--- config.mk ---
export PLATFORM = sky130hd
export DESIGN_NAME = mtimer_irq
export DESIGN_NICKNAME = d
export VERILOG_FILES = /design/src/rtl/mtimer_pkg.sv /design/src/rtl/mtimer_prescaler.sv /design/src/rtl/mtimer_irq.sv
export SDC_FILE = /design/constraint.sdc
export NUM_CORES = 1
export LEC_CHECK = 0
export BUFFER_PORTS_ARGS = -buffer_cell sky130_fd_sc_hd__buf_2
export CAP_MARGIN = 10
export CORE_ASPECT_RATIO = 1.75
export CORE_UTILIZATION = 50
export DETAILED_ROUTE_END_ITERATION = 10
export PLACE_DENSITY = 0.68
export SETUP_SLACK_MARGIN = 0.15
export SLEW_MARGIN = 20
export SYNTH_ARGS = -nofsm -noshare
export SYNTH_HDL_FRONTEND = slang
export SYNTH_SLANG_ARGS = --single-unit
--- constraint.sdc ---
create_clock -name clk -period 3.5 [get_ports clk]
set_input_delay 0.7 -clock clk [delete_from_list [all_inputs] [get_ports clk]]
set_output_delay 0.7 -clock clk [all_outputs]
set_load 0.02 [all_outputs]
--- src/rtl/mtimer_pkg.sv ---
// Shared definitions for the machine-timer peripheral: register word indices,
// CTRL bit positions and the CTRL register layout.
package mtimer_pkg;

  localparam logic [2:0] ADDR_CTRL     = 3'd0;
  localparam logic [2:0] ADDR_PRESC    = 3'd1;
  localparam logic [2:0] ADDR_MTIME_LO = 3'd2;
  localparam logic [2:0] ADDR_MTIME_HI = 3'd3;
  localparam logic [2:0] ADDR_CMP_LO   = 3'd4;
  localparam logic [2:0] ADDR_CMP_HI   = 3'd5;
  localparam logic [2:0] ADDR_STATUS   = 3'd6;
  localparam logic [2:0] ADDR_PERIOD   = 3'd7;

  localparam int CTRL_EN = 0;
  localparam int CTRL_IE = 1;
  localparam int CTRL_AR = 2;

  typedef struct packed {
    logic ar;
    logic ie;
    logic en;
  } ctrl_t;

  function automatic logic [31:0] ctrl_word(ctrl_t c);
    logic [31:0] w;
    w = '0;
    w[CTRL_EN] = c.en;
    w[CTRL_IE] = c.ie;
    w[CTRL_AR] = c.ar;
    return w;
  endfunction

endpackage

--- src/rtl/mtimer_prescaler.sv ---
// Programmable prescaler: counts enabled cycles and emits a one-cycle tick
// every presc+1 cycles; a clear restarts the count.
module mtimer_prescaler #(
  parameter int PRESC_W = 16
) (
  input  logic               clk,
  input  logic               rst,
  input  logic               en,
  input  logic               clear,
  input  logic [PRESC_W-1:0] presc,
  output logic               tick
);

  logic [PRESC_W-1:0] presc_cnt;

  assign tick = en && (presc_cnt == presc);

  always_ff @(posedge clk) begin
    if (rst) begin
      presc_cnt <= '0;
    end else if (clear || tick) begin
      presc_cnt <= '0;
    end else if (en) begin
      presc_cnt <= presc_cnt + 1'b1;
    end
  end

endmodule

--- src/rtl/mtimer_irq.sv ---
// Machine-timer peripheral: 64-bit mtime behind a prescaler, 64-bit mtimecmp
// and a registered tm_interrupt level. Define MTIMER_AUTORELOAD_EN for periodic autoreload.
module mtimer_irq
  import mtimer_pkg::*;
#(
  parameter int          PRESC_W = 16,
  parameter logic [63:0] RST_CMP = 64'hFFFF_FFFF_FFFF_FFFF
) (
  input  logic        clk,
  input  logic        rst,
  input  logic        req,
  input  logic        we,
  input  logic [4:0]  addr,
  input  logic [31:0] wdata,
  output logic [31:0] rdata,
  output logic        rvalid,
  output logic        tm_interrupt
);

  ctrl_t              ctrl;
  logic [PRESC_W-1:0] presc;
  logic [63:0]        mtime;
  logic [63:0]        mtimecmp;
  logic               guard;
  logic [31:0]        hi_shadow;
  logic [31:0]        rd_word;
  logic [2:0]         word;
  logic               wr_en;
  logic               rd_en;
  logic               cmp_wr;
  logic               match;
  logic               tick;
  logic               unused_addr_bits;

  assign word             = addr[4:2];
  assign wr_en            = req && we;
  assign rd_en            = req && !we;
  assign cmp_wr           = wr_en && ((word == ADDR_CMP_LO) || (word == ADDR_CMP_HI));
  assign match            = (mtime >= mtimecmp);
  assign unused_addr_bits = ^addr[1:0];

`ifdef MTIMER_AUTORELOAD_EN
  logic [31:0] period;
  logic        reload;
  // A software compare write in the same cycle takes priority over the reload.
  assign reload = ctrl.ar && match && !guard && (period != '0) && !cmp_wr;
`endif

  mtimer_prescaler #(.PRESC_W(PRESC_W)) u_prescaler (
    .clk   (clk),
    .rst   (rst),
    .en    (ctrl.en),
    .clear (wr_en && (word == ADDR_PRESC)),
    .presc (presc),
    .tick  (tick)
  );

  always_ff @(posedge clk) begin
    if (rst) begin
      ctrl  <= '0;
      presc <= '0;
`ifdef MTIMER_AUTORELOAD_EN
      period <= '0;
`endif
    end else if (wr_en) begin
      if (word == ADDR_CTRL) begin
        ctrl.en <= wdata[CTRL_EN];
        ctrl.ie <= wdata[CTRL_IE];
`ifdef MTIMER_AUTORELOAD_EN
        ctrl.ar <= wdata[CTRL_AR];
`else
        ctrl.ar <= 1'b0;
`endif
      end
      if (word == ADDR_PRESC) presc <= wdata[PRESC_W-1:0];
`ifdef MTIMER_AUTORELOAD_EN
      if (word == ADDR_PERIOD) period <= wdata;
`endif
    end
  end

  // Software writes to either half of mtime override the tick for that cycle.
  always_ff @(posedge clk) begin
    if (rst) begin
      mtime <= '0;
    end else if (wr_en && (word == ADDR_MTIME_LO)) begin
      mtime[31:0] <= wdata;
    end else if (wr_en && (word == ADDR_MTIME_HI)) begin
      mtime[63:32] <= wdata;
    end else if (tick) begin
      mtime <= mtime + 64'd1;
    end
  end

  always_ff @(posedge clk) begin
    if (rst) begin
      mtimecmp <= RST_CMP;
      guard    <= 1'b0;
    end else if (wr_en && (word == ADDR_CMP_LO)) begin
      mtimecmp[31:0] <= wdata;
      guard          <= 1'b1;
    end else if (wr_en && (word == ADDR_CMP_HI)) begin
      mtimecmp[63:32] <= wdata;
      guard           <= 1'b0;
`ifdef MTIMER_AUTORELOAD_EN
    end else if (reload) begin
      mtimecmp <= mtimecmp + {32'h0, period};
`endif
    end
  end

  always_comb begin
    rd_word = '0;
    case (word)
      ADDR_CTRL:     rd_word = ctrl_word(ctrl);
      ADDR_PRESC:    rd_word[PRESC_W-1:0] = presc;
      ADDR_MTIME_LO: rd_word = mtime[31:0];
      ADDR_MTIME_HI: rd_word = hi_shadow;
      ADDR_CMP_LO:   rd_word = mtimecmp[31:0];
      ADDR_CMP_HI:   rd_word = mtimecmp[63:32];
      ADDR_STATUS:   rd_word = {30'b0, guard, match};
`ifdef MTIMER_AUTORELOAD_EN
      ADDR_PERIOD:   rd_word = period;
`endif
      default:       rd_word = '0;
    endcase
  end

  // Reading MTIME_LO latches the upper half so a following HI read is coherent.
  always_ff @(posedge clk) begin
    if (rst) begin
      rdata     <= '0;
      rvalid    <= 1'b0;
      hi_shadow <= '0;
    end else begin
      rvalid <= rd_en;
      if (rd_en) begin
        rdata <= rd_word;
        if (word == ADDR_MTIME_LO) hi_shadow <= mtime[63:32];
      end
    end
  end

  always_ff @(posedge clk) begin
    if (rst) begin
      tm_interrupt <= 1'b0;
    end else begin
      tm_interrupt <= ctrl.ie && !guard && match;
    end
  end

endmodule
Word-level counts from Yosys, hierarchy flattened

Index checks and enable logic that the tools add are counted.

ROM bits: 0
Register bits after elaboration: 229
Output and inout bits: 34
Memories kept: 0
Latch bits: 0
Memory bits (writable): 0

Bitwise gates (word level): 2
Mux-type cells: 8
Order comparisons: 1
Shift operators: 0
Div/mod/pow operators: 0
Equal/unequal tests: 8
$add $sub $neg: 2
Multipliers: 0
Reduce and logical (&&, ||, !) cells: 24

Operators by type and width:

| operator                                                               | number |
|---|---|
| 16-bit one-hot mux with 7 select lines                                 | 1 |
| 32-bit 2-to-1 mux                                                      | 3 |
| 64-bit by 1-bit adder with 64-bit output (second input constant)       | 1 |
| 64-bit greater-or-equal comparator                                     | 1 |
| 64-bit 2-to-1 mux                                                      | 1 |
| 16-bit one-hot mux with 4 select lines                                 | 1 |
| 16-bit by 1-bit adder with 16-bit output (second input constant)       | 1 |
| 16-bit equality test                                                   | 1 |
| 2-bit AND reduction                                                    | 6 |
| 1-bit logical AND                                                      | 10 |
| 3-bit equality test (second input constant)                            | 3 |
| 3-bit by 2-bit equality test with 1-bit output (second input constant) | 2 |
| 2-bit nonzero test                                                     | 3 |
| 3-bit by 1-bit equality test with 1-bit output (second input constant) | 1 |
| 3-bit logical NOT                                                      | 1 |
| 1-bit logical NOT                                                      | 2 |
| 1-bit 2-to-1 mux                                                       | 2 |
| 2-bit != test (second input constant)                                  | 1 |
| 1-bit NOT                                                              | 2 |
| 2-bit OR reduction                                                     | 1 |
| 1-bit logical OR                                                       | 1 |

Logic depth before layout (Yosys ltp)

Gate-level depths: netlist of the first run.

Depth in word-level cells: 5
Depth in mapped cells: 10
Gate-level depth less buffers: 9

By module

From an unflattened synthesis of the first run, not the netlist that was laid out.

Cell total of the unflattened synthesis: 1,462
Area, all modules: 12,231.7 um^2

Modules (own cells, without submodules):

| module           | cells each | instances | area an instance (um^2) |
|---|---|---|---|
| mtimer_irq       | 1,356      | 1         | 11,242.0 |
| mtimer_prescaler | 106        | 1         | 989.7 |

Worst setup path after synthesis of the first run

No wires, ideal clock.

Path type: input port to flip-flop
Start point: in addr[4]
End point: reg mtime[30]
Path buffers: 2
Stages on the path: 8
Arrival: 2.543 ns
Path slack: 0.866 ns
Path through: clkbuf_1 > nor2b_1 > clkbuf_1 > nand2_1 > nand4_1 > or4_4 > or3_1 > a311oi_1

Cells in the longest elaborated chain, start to end: 4
Elaborated cells between the ends (all ways): 8

RTL lines:

| element                                                                     | RTL line                           | source |
|---|---|---|
| from (decl)                                                                 | mtimer_irq.sv:13                   | `input logic [4:0] addr,` |
| 3-bit by 2-bit equality test with 1-bit output (on tied branches)           | mtimer_irq.sv:86, mtimer_irq.sv:88 |  |
| 1-bit logical AND (on tied branches)                                        | mtimer_irq.sv:86, mtimer_irq.sv:88 |  |
| 2-bit != test (no source line) / 2-bit nonzero test (equally long branches) | n/a                                |  |
| 2-bit AND reduction (no source line)                                        | n/a                                |  |
| to (signal assigned)                                                        | mtimer_irq.sv:87                   | `mtime[31:0] <= wdata;` |
| to (signal assigned)                                                        | mtimer_irq.sv:91                   | `mtime <= mtime + 64'd1;` |
| to (decl)                                                                   | mtimer_irq.sv:22                   | `logic [63:0] mtime;` |

Several ways; a longest one is shown, not always the timed one.
A chain may end at the register's enable or synchronous reset.

Worst setup path in the final report of the first run

Start point: reg mtime[2]
End point: reg mtime[60]

Cells in the longest elaborated chain, start to end: 3

RTL lines:

| element                                  | RTL line         | source |
|---|---|---|
| 64-bit by 1-bit adder with 64-bit output | mtimer_irq.sv:91 |  |
| 64-bit 2-to-1 mux                        | mtimer_irq.sv:90 | `end else if (tick) begin` |
| 32-bit 2-to-1 mux                        | mtimer_irq.sv:88 | `end else if (wr_en && (word == ADDR_MTIME_HI)) begin` |

Every way passes these cells. The select of a mux whose other input is x is not followed.

==> results.sh, run 1 <==
export IMPL_cts_buffers_inserted=23
export IMPL_seq_area_um2=4580
export IMPL_numClockSinks=229
export IMPL_layout_min_cycle_time_ps=2800
export IMPL_slew_headroom_pct=44.1
export IMPL_r2r_end="mtime[60]"
export IMPL_start_kind="flop"
export IMPL_port_buffers=72
export IMPL_post_cts_setup_buffers=0
export IMPL_yosys_area_top_type_share_pct=36.8
export IMPL_cpMaxStageDelayCell="or4b_4"
export IMPL_hold_path_endpoint="hi_shadow[14]"
export IMPL_drive_gt1_share_pct=10.6
export IMPL_worst_slew_pin_slew_ps=839
export IMPL_grt_usage_pct=31.7
export IMPL_worstSetupStartpoint="mtime[2]"
export IMPL_synth_area_um2=12500
export IMPL_path_cells="nand4_2 > or4b_4 > nor3_1 > and4_1 > nand2_1 > or3_1 > a31oi_1"
export IMPL_worstSkewPairLatency_ps=520
export IMPL_ant_nets=0
export IMPL_yosysTopAreaCell="dfxtp_1"
export IMPL_cap_violations=0
export IMPL_grt_overflow=0
export IMPL_dieArea_um2=25600
export IMPL_syn2layout_area_growth_pct=12.0
export IMPL_core_area_um2=24500
export IMPL_final_area_um2=14000
export IMPL_finalNetCount=1696
export IMPL_drtIter0Drc=855
export IMPL_path_clk_slew_ps=60
export IMPL_slew_viol_final=0
export IMPL_hold_path_startpoint="hi_shadow[14]"
export IMPL_multiInputGateArea_um2=7230
export IMPL_rows=76
export IMPL_critPathMaxStageDelay_ps=570
export IMPL_status="completed"
export IMPL_cp_max_fo=6
export IMPL_skew_ps=10.7
export IMPL_fmax_mhz=358
export IMPL_vias=11776
export IMPL_syn_avg_cell_area_um2=8.00
export IMPL_dpl_cell_area_um2=13200
export IMPL_cp_arrival_ps=3240
export IMPL_ctsHoldBuffers=0
export IMPL_p_per_area_nw_per_um2=408
export IMPL_critical_path_required_ps=3950
export IMPL_ioPinCount=75
export IMPL_fin_tns_setup_ps=0
export IMPL_grt_pass1_vias=11073
export IMPL_grt_max_degree=68
export IMPL_num_antenna_cells=0
export IMPL_synth_distinct_cells=61
export IMPL_die_h_um=211
export IMPL_hold_depth=2
export IMPL_p_leak_nw=5.67
export IMPL_synth_edf_count=0
export IMPL_n_fill_cell=2345
export IMPL_peakVddDrop_uv=428
export IMPL_ys_ff_latch=229
export IMPL_syn_inst=1557
export IMPL_antenna_found_initial=0
export IMPL_grt_pass1_wl_um=61900
export IMPL_dr_pass1_iters=5
export IMPL_regToRegSetupSlack_ps=700
export IMPL_post_cts_resize_count=0
export IMPL_synth_ff_type="dfxtp_1"
export IMPL_seq_area_frac_synth_pct=36.8
export IMPL_cts_tree="done"
export IMPL_cts_path_max_buffers=3
export IMPL_rsz0062_at_grt="false"
export IMPL_yosys_top_cells_area="dfxtp_1 (37%), ha_1 (6.6%), nor2_1 (5.7%), nand2_1 (5.5%), a21oi_1 (5.0%)"
export IMPL_setup_viol=0
export IMPL_ctsRootBufferMaster="clkbuf_16"
export IMPL_hpwl_um=28900
export IMPL_rr_worst_depth=7
export IMPL_hold_path_class="reg2reg"
export IMPL_gp_congestion=0.971
export IMPL_viasPerCell=6.14
export IMPL_synthArstFlopShare_pct=0
export IMPL_hold_viol=0
export IMPL_layout_worst_path_cycle_share_pct=79.9
export IMPL_dp_slack_ps=585
export IMPL_wl_per_cell_um=21.0
export IMPL_syn_num_nets=1664
export IMPL_critPathKind="reg2reg"
export IMPL_fin_ws_ps=704
export IMPL_wl_um=40200
export IMPL_h_tree_depth=1
export IMPL_r2r_start="mtime[2]"
export IMPL_remaining_drc_errors=0
export IMPL_dieWidth_um=121
export IMPL_synth_warnings=0
export IMPL_initial_core_util_pct=50.8
export IMPL_critPathCaptureType="flop"
==> layout by cell type (no fill, tap or decap), types with 16 or more instances in the layout <==
master,n
dfxtp_1,229
nor2_1,187
nand2_1,182
a21oi_1,125
inv_1,74
buf_2,70
ha_1,66
a211o_1,64
o21ai_0,62
mux2i_1,49
xnor2_1,40
nand3_1,39
buf_4,39
nand4_1,33
a211oi_1,32
nor3_1,24
clkbuf_16,23
a22oi_1,22
and3_1,17
nor4_1,16
o221ai_1,16
==> worst max path at each step <==
stage	end	cells after the start	slack (ps)
after CTS	mtime[29]	6	690
after detailed placement	mtime[59]	8	580
after global routing	mtime[42]	7	510
after floorplan	mtime[30]	8	870
after global placement	mtime[59]	8	660
final	mtime[60]	7	700
==> worst max-delay path, delay by kind of cell, from the launching register on <==
| kind | cells | cell delay, ps |
|---|---|---|
| flops | 1 | 550 |
| compound gates | 1 | 160 |
| simple gates | 6 | 2010 |
==> layout make-up <==
cell class	instances	share of cell area, %
clock buffers	34	4.71
well taps	312	2.80
flip-flops and latches	229	32.8
multi-input cells	1147	51.8
inverters	74	1.99
clock inverters	7	0.636
repair buffers	114	5.26
==> registers in the layout, indices dropped and copies added (netlist names) <==
name                   cells
mtimecmp                  64
ctrl                       2
presc                     16
rvalid                     1
hi_shadow                 32
u_prescaler.presc_cnt     16
tm_interrupt               1
mtime                     64
guard                      1
rdata                     32
==> where the power goes <==
part	switching, W	internal [W]
Sequential	0.0000455	0.00266
Combinational	0.000324	0.000153
Clock	0.00107	0.00145
==> Yosys cell counts (11+ instances only) <==
cell type and number:
a311oi_1 11, nand2b_1 11, a31oi_1 14, o221ai_1 16, xnor2_1 40, ha_1 66, or3_1 13, nand4_1 33
nor2_1 189, xor2_1 13, nor3_1 27, a211oi_1 32, a21oi_1 125, mux2i_1 49, and3_1 17, nor4_1 16
clkbuf_1 98, nand3_1 39, dfxtp_1 229, a22oi_1 22, a211o_1 64, o211ai_1 11, nand2_1 183, inv_1 74
o21ai_0 62
==> through the flow <==
stage | utilization, % | cells | power [W] | hold slack, ps
finish | 56.9 | 1917 | 0.00570 | 454
global route | 56.9 | 1917 | 0.00587 | 472
CTS | 56.9 | 1917 | 0.00572 | 454
detailed placement | 53.9 | 1876 | 0.00323 | 446
global placement | 53.9 | 1876 | 0.00322 | 442
floorplan | - | 1557 | 0.00303 | 420
==> routing by layer <==
metal  wire length, um  track usage [%]  share of wire [%]
met4              3010             22.4                7.5
met2             20000             55.1                 50
met1             15000             35.1                 37
met3              2130             3.83                5.3
met5                 0                0                  0
==> kinds of logic (layout without fill, tap and decap cells) <==
group / Yosys count / count (layout) / synth area share, %
AO/OA/AOI/OAI: 408 / 408 / 21.9
buffers and inverters: 181 / 229 / 5.54
flip-flops: 229 / 229 / 36.8
XOR/XNOR: 53 / 53 / 3.73
adder cells (fa/ha/maj): 66 / 66 / 6.63
AND/OR/NAND/NOR: 569 / 569 / 21.3
multiplexers: 51 / 51 / 4.12
Power figures use the tool's default switching activity.
==> run 2, diff against run 1 <==
clock period = 2.85 ns   (was 3.5 ns; I/O delays follow)
==> results.sh, run 2 (synthesized netlist as in run 1, its figures left out) <==
export IMPL_cpMaxStageDelayCell="or4_4"
export IMPL_grt_pass1_wl_um=63000
export IMPL_r2r_end="mtime[28]"
export IMPL_critPathMaxStageDelay_ps=540
export IMPL_cts_buffers_inserted=23
export IMPL_hold_path_endpoint="mtimecmp[24]"
export IMPL_layout_worst_path_cycle_share_pct=93.0
export IMPL_crit_top_cell="nand4_1"
export IMPL_path_cells="xnor2_1 > nand4_1 > nor3_2 > buf_4 > nand4_1 > or4_4 > or3_1 > a311oi_1"
export IMPL_critPathKind="reg2reg"
export IMPL_hpwl_um=29800
export IMPL_cp_arrival_ps=3070
export IMPL_final_cell_mix="dfxtp_1 (222), nor2_1 (187), nand2_1 (182)"
export IMPL_path_clk_slew_ps=60
export IMPL_core_area_um2=24500
export IMPL_grt_usage_pct=31.9
export IMPL_hold_path_startpoint="wdata[24]"
export IMPL_worst_path_buf_inv=1
export IMPL_slew_viol_final=0
export IMPL_drive_gt1_share_pct=13.1
export IMPL_wl_per_cell_um=20.7
export IMPL_critPathTopFamily="simple AND/OR/NAND/NOR gates"
export IMPL_h_tree_depth=1
export IMPL_antenna_found_initial=3
export IMPL_gp_congestion=0.885
export IMPL_drtIter0Drc=810
export IMPL_final_common_cell="dfxtp_1"
export IMPL_cts_path_max_buffers=3
export IMPL_remaining_drc_errors=0
export IMPL_holdWs_ps=344
export IMPL_skew_ps=8.70
export IMPL_hold_viol=0
export IMPL_peakVddDrop_uv=495
export IMPL_viasPerCell=6.10
export IMPL_port_buffers=72
export IMPL_ctsRootBufferMaster="clkbuf_16"
export IMPL_layout_min_cycle_time_ps=2650
export IMPL_rows=76
export IMPL_die_h_um=211
export IMPL_grt_pass1_vias=11640
export IMPL_reg_largest_list="mtime: 64 flops, mtimecmp: 64 flops"
export IMPL_ioPinCount=75
export IMPL_regToRegSetupSlack_ps=200
export IMPL_grt_overflow=0
export IMPL_cp_max_fo=6
export IMPL_dieWidth_um=121
export IMPL_rsz0062_at_grt="true"
export IMPL_numClockSinks=229
export IMPL_cap_violations=0
export IMPL_worst_slew_pin_slew_ps=871
export IMPL_grt_max_degree=85
export IMPL_status="completed"
export IMPL_ctsHoldBuffers=0
export IMPL_fin_tns_setup_ps=0
export IMPL_setup_viol=0
export IMPL_dieArea_um2=25600
export IMPL_critical_path_required_ps=3270
export IMPL_hold_depth=2
export IMPL_p_per_area_nw_per_um2=481
export IMPL_hold_path_class="in2reg"
export IMPL_vias=11900
export IMPL_rr_worst_depth=8
export IMPL_critPathCaptureType="flop"
export IMPL_fmax_mhz=377
export IMPL_slew_headroom_pct=41.9
export IMPL_syn2layout_area_growth_pct=14.1
export IMPL_worstSkewPairLatency_ps=510
export IMPL_cts_tree="done"
export IMPL_initial_core_util_pct=50.8
export IMPL_wl_um=40500
export IMPL_ant_nets=0
export IMPL_finalNetCount=1731
export IMPL_dr_pass1_iters=5
export IMPL_start_kind="flop"
export IMPL_p_leak_nw=5.83
export IMPL_r2r_start="u_prescaler.presc_cnt[4]"
## run 2: area by class of cell
cell class	count	area, um^2
clock inverter	5	52.6
tap	312	390
multi-input combinational	1147	7240
antenna	3	7.51
timing repair buffer	149	1010
fill	2279	10300
clock buffer	32	649
inverter	74	278
sequential	229	4590
## run 2: power by group
group / internal (W) / leakage, nW / switching (W)
clock network: 0.00167 / 0.344 / 0.00126
registers: 0.00326 / 1.86 / 0.0000481
logic: 0.000199 / 3.63 / 0.000407
total: 0.00513 / 5.83 / 0.00171
## run 2: timing repair
action,CTS,global route
gates resized for setup,1,10
buffers inserted,0,0
setup endpoints to repair,1,8
## run 2: routing by layer
layer	global-route usage, %	wire (um)	up-vias
li1	-	-	5718
met1	33.4	14800	5658
met2	57.3	20700	387
met3	4.70	2000	137
met4	22.4	2980	0
met5	0	0	-
## run 2: how the worst max path moves through the flow
stage / cells past startpoint / from / slack, ps / end
floorplan: 8 / addr[4] / 350 / mtime[30]
global placement: 8 / u_prescaler.presc_cnt[4] / 180 / mtime[26]
detailed placement: 6 / mtime[2] / 140 / mtime[29]
CTS: 8 / u_prescaler.presc_cnt[4] / 160 / mtime[28]
global route: 8 / u_prescaler.presc_cnt[4] / 100 / mtime[26]
finish: 8 / u_prescaler.presc_cnt[4] / 200 / mtime[28]
## run 2: metrics by stage
| stage | cell area [um^2] | power (W) | setup slack, ps | utilization (%) | cells |
|---|---|---|---|---|---|
| final | 14200 | 0.00684 | 199 | 58.0 | 1951 |
| after global routing | 14200 | 0.00707 | 104 | 58.0 | 1951 |
| after CTS | 14200 | 0.00687 | 158 | 57.8 | 1948 |
| after detailed placement | 13500 | 0.00398 | 138 | 55.0 | 1911 |
| after global placement | 13500 | 0.00397 | 178 | 55.0 | 1911 |
| after floorplan | 12500 | 0.00372 | 346 | - | 1557 |
